### config.mk
export PLATFORM = sky130hd
export DESIGN_NAME = int_ctrl_bamse
export DESIGN_NICKNAME = d
export VERILOG_FILES = /design/src/rtl/int_ctrl_bamse.sv
export SDC_FILE = /design/constraint.sdc
export NUM_CORES = 1
export LEC_CHECK = 0
export CAP_MARGIN = 20
export CORE_AREA = 4 4 62 64
export DETAILED_ROUTE_END_ITERATION = 16
export DIE_AREA = 0 0 66 68
export PLACE_DENSITY_LB_ADDON = 0.1
export SYNTH_ARGS = -nofsm -noshare
export SYNTH_HDL_FRONTEND = slang
export SYNTH_SLANG_ARGS = --single-unit
### constraint.sdc
create_clock -name clk -period 2.3 [get_ports clk]
set_input_delay 0.69 -clock clk [delete_from_list [all_inputs] [get_ports clk]]
set_output_delay 0.69 -clock clk [all_outputs]
set_load 0.01 [all_outputs]
### src/rtl/int_ctrl_bamse.sv
// Interrupt controller for the io_bamse flag vector.
// Rising edges on the peripheral flags set sticky pending bits. The enabled
// pending bits are arbitrated lowest-index-first and presented on the
// Pacoblaze interrupt pin. The winning source ID is latched for firmware to
// read over the port bus. Firmware clears pending bits with a
// write-1-to-clear access.
//
// state   | meaning
// --------+-----------------------------------------------------------
// IDLE    | no source latched; arbitrate the active bits
// ASSERT  | interrupt high, waiting for interrupt_ack
// SERVICE | acked; waiting for firmware to clear pending[src]
module int_ctrl_bamse #(
  parameter logic [7:0] ADDR_PEND = 8'h10,
  parameter logic [7:0] ADDR_SRC  = 8'h11,
  parameter logic [7:0] ADDR_CLR  = 8'h12
) (
  input  logic       clk,
  input  logic       rst,
  input  logic [7:0] int_flags,
  input  logic [7:0] int_enable,
  input  logic [7:0] address,
  input  logic [7:0] value_in,
  input  logic       wen,
  input  logic       ren,
  output logic [7:0] port_out,
  output logic       interrupt,
  input  logic       interrupt_ack
);

  typedef enum logic [1:0] {
    IDLE    = 2'd0,
    ASSERT  = 2'd1,
    SERVICE = 2'd2
  } state_t;

  state_t     state, state_n;
  logic [7:0] flag_d;
  logic [7:0] pending;
  logic [7:0] rise;
  logic [7:0] clr_mask;
  logic [7:0] active;
  logic [2:0] src, src_n;
  logic       valid, valid_n;
  logic       irq_n;
  logic [2:0] enc_idx;

  assign rise     = int_flags & ~flag_d;
  assign clr_mask = (wen && (address == ADDR_CLR)) ? value_in : 8'h00;
  assign active   = pending & int_enable;

  // Edge detect and sticky pending; a rise beats a same-cycle clear.
  always_ff @(posedge clk) begin
    flag_d <= int_flags;
    if (!rst) begin
      pending <= 8'h00;
    end else begin
      pending <= (pending & ~clr_mask) | rise;
    end
  end

  // Lowest set index of the active vector wins.
  always_comb begin
    enc_idx = 3'd0;
    for (int i = 7; i >= 0; i--) begin
      if (active[i]) enc_idx = 3'(i);
    end
  end

  // State and registered FSM outputs.
  always_ff @(posedge clk) begin
    if (!rst) begin
      state     <= IDLE;
      interrupt <= 1'b0;
      valid     <= 1'b0;
      src       <= 3'd0;
    end else begin
      state     <= state_n;
      interrupt <= irq_n;
      valid     <= valid_n;
      src       <= src_n;
    end
  end

  // Next-state selection; ack takes priority over a withdrawn source.
  always_comb begin
    state_n = state;
    case (state)
      IDLE:    if (active != 8'h00) state_n = ASSERT;
      ASSERT: begin
        if (interrupt_ack)        state_n = SERVICE;
        else if (!active[src])    state_n = IDLE;
      end
      SERVICE: if (!pending[src]) state_n = IDLE;
      default:                    state_n = IDLE;
    endcase
  end

  // Next values of interrupt, valid and the latched source ID.
  always_comb begin
    irq_n   = interrupt;
    valid_n = valid;
    src_n   = src;
    case (state)
      IDLE: begin
        if (active != 8'h00) begin
          src_n   = enc_idx;
          valid_n = 1'b1;
          irq_n   = 1'b1;
        end
      end
      ASSERT: begin
        if (interrupt_ack) begin
          irq_n = 1'b0;
        end else if (!active[src]) begin
          irq_n   = 1'b0;
          valid_n = 1'b0;
        end
      end
      SERVICE: begin
        irq_n = 1'b0;
        if (!pending[src]) valid_n = 1'b0;
      end
      default: begin
        irq_n   = 1'b0;
        valid_n = 1'b0;
      end
    endcase
  end

  // Read port with one cycle of latency; idle cycles return zero.
  always_ff @(posedge clk) begin
    if (!rst) begin
      port_out <= 8'h00;
    end else if (ren && (address == ADDR_PEND)) begin
      port_out <= pending;
    end else if (ren && (address == ADDR_SRC)) begin
      port_out <= {valid, 4'b0000, src};
    end else begin
      port_out <= 8'h00;
    end
  end

endmodule

==> summary.txt <==
Clock Power Share - 31.2%
Reg2reg end - valid
Period minus WS final - 1.99 ns
Reg clk slew, reported paths - 0.09 ns
Cell Area, Placed - 0.00182 mm2
Most frequent cells in the layout - clkdlybuf4s50_1, dfxtp_1, nand2_1
Die Span X - 66 um
TritonCTS clock tree - done
Reg-to-reg setup timing slack - 0.66 ns
R2R Path Start - src[1]
Distinct cell type count after synthesis - 33
Largest net degree at the start of global routing - 17
Residual DRC - 0
Port Buf Inserts - 45
Final worst-path cycle share - 86.6%
Clock buffer depth - 2
DR vias/cell - 4.93
First-pass GRT wire length - 4980 um
Storage cell area - 621 um2
Cts hold-fix bufs - 0
Sink Count - 31
Worst Path Arrival - 2.27 ns
Psw - 0.281 mW
Fillcell total - 294
Die area - 0.00449 mm2
Utilization after layout - 57.4%
Register bit total from synthesis - 31
Core area - 0.00328 mm2
Crit Path Category - in2reg
Maximum vdd drop - 0.353 mV
Hold Crit Start - valid
Synth-to-Final Area Change - 48.6%
Status - complete, no violations
Root Buffer - clkbuf_4
Worst-margin pin slew - 0.299 ns
Hold Crit Depth - 1
Worst hold endpoint - port_out[7]
CP max FO - 3
Int Power - 0.877 mW
Initial drt markers - 33
Worst-Skew Late Latency - 0.33 ns
Routed wire per std cell - 13.4 um
RSZ-0062 raised after global routing - false
Postcts setup bufs - 0
Leakage - 0.695 nW
Die Y-Extent - 68 um
Max Freq - 502 MHz
Hold Violations, Final - 0
GR Util All Layers - 14.7%
Synth Cell Area - 0.00127 mm2
Logic pwr share - 16.8%
Site Rows - 21
IO Pins - 46
Endpoints failing setup - 0
Yosys warns - 0
Setup crit start kind - input port
Synthesized Nets - 156
CTS Buf Count - 5
Layout cells sized above 1 - 13.6%
Register share of total power - 52.0%
Max-cap violation count - 0
Mapped Cells - 119
Switching share of power - 24.2%
Total congestion overflow - 0
CP Capture Type - flop
Most common cell after layout, fill and taps aside - clkdlybuf4s50_1
Multi-input gate area - 633 um2
DP Wirelength - 2350 um
Number of global-route vias before repair - 1,116
Routed wire length - 2980 um
Final antenna-violating net count - 0
FF-to-FF path depth - 5
Hold Worst Slack - 0.481 ns
Slew HR - 80.0%
Initial core utilization - 38.7%
Post_cts resized - 0
Initial antenna violation count - 0
# diodes - 0
Final Max Slew Viols - 0
Nets@finish - 212
Gpl congestion - 0.810
Avg Inst Size Synth - 10.7 um2
Sequential fraction of the synthesis area - 48.9%
Power per standard cell area - 614 mW/mm2
Final Cell Area - 0.00189 mm2
Worst Clk Skew - 0.00335 ns
Critical Path RT - 2.58 ns
Min-Delay Path Class - reg2reg
Htree depth - 2
Via count - 1,094
Total negative setup slack - 0 ns
Drt pass-1 iters - 4
-- metrics by stage --
step	cells	setup WS [ns]	total power [mW]
after floorplan	119	0.469	0.708
after global placement	214	0.0383	0.807
after detailed placement	214	-0.0219	0.810
after CTS	222	0.332	1.18
after global routing	222	0.298	1.23
final	222	0.309	1.16
-- power by group through the flow --
stage	Combinational [mW]	Clock [mW]	Sequential (mW)
after global routing	0.211	0.406	0.610
after global placement	0.191	0	0.615
final	0.195	0.361	0.603
after CTS	0.196	0.378	0.603
after detailed placement	0.195	0	0.616
after floorplan	0.106	0	0.602
-- kinds of logic (layout without fill, tap and decap cells) --
| logic type | after synthesis | count (layout) | synth area share (%) |
|---|---|---|---|
| muxes | 5 | 5 | 7.88 |
| buffers and inverters | 4 | 61 | 1.28 |
| DFF | 31 | 31 | 48.9 |
| AOI/OAI and AO/OA | 33 | 33 | 20.2 |
| and+or+nand+nor | 46 | 46 | 21.8 |
-- routing by layer --
| metal | vias up | part of all wire [%] | track usage [%] |
|---|---|---|---|
| li1 | 547 | - | - |
| met1 | 504 | 42 | 16.2 |
| met2 | 38 | 49 | 24.9 |
| met3 | 5 | 7.9 | 6.57 |
| met4 | 0 | 1.6 | 6.09 |
| met5 | - | 0 | 0 |
-- critical path, cell delays in order --
cell and delay, ns:
clkdlybuf4s50_1 0.48, nand2_1 0.09, mux4_2 0.49, o22ai_2 0.18
and2b_1 0.17, o221a_1 0.17
-- sequential cells by signal, indices dropped and copies added (netlist names) --
register	count
flag_d	8
pending	8
port_out	8
src	3
state	2
interrupt	1
valid	1
-- area by class of cell --
class | instances | area share (%)
clock buffers | 8 | 3.65
inverters | 1 | 0.199
multi-input cells | 84 | 33.6
flip-flops and latches | 31 | 32.9
well taps | 46 | 3.05
repair buffers | 52 | 26.7
-- worst max-delay path by stage --
stage / startpoint / cells past startpoint / to / slack [ns]
2_1_floorplan: address[5] / 5 / pending[0] / 0.47
3_3_place_gp: address[5] / 7 / port_out[1] / 0.04
3_5_place_dp: int_enable[7] / 6 / interrupt / -0.02
4_1_cts: int_enable[7] / 6 / interrupt / 0.33
5_1_grt: address[5] / 7 / port_out[2] / 0.30
6_report: int_enable[7] / 6 / interrupt / 0.31
-- cell usage after synthesis (all sizes together) --
cell | instances | share of area, %
dfxtp | 31 | 49
nand2 | 14 | 4.1
a21boi | 9 | 5.3
nor2b | 9 | 4.4
o21a | 9 | 5.3
and2 | 6 | 3.0
a22o | 4 | 2.8
mux4 | 4 | 7.1
nor2 | 4 | 1.2
o21ai | 3 | 1.2
a31oi | 2 | 0.99
clkbuf | 2 | 0.59
nand2b | 2 | 0.99
nor3 | 2 | 1.2
nor4b | 2 | 1.9
o221a | 2 | 1.8
o22ai | 2 | 1.5
a32oi | 1 | 0.69
a41oi | 1 | 0.69
and2b | 1 | 0.59
and4 | 1 | 0.69
buf | 1 | 0.39
inv | 1 | 0.30
mux2i | 1 | 0.79
nand3 | 1 | 0.39
nand3b | 1 | 0.59
nor3b | 1 | 0.59
nor4 | 1 | 1.7
or2 | 1 | 0.49
No activity file was read; power rests on OpenSTA's default activity.
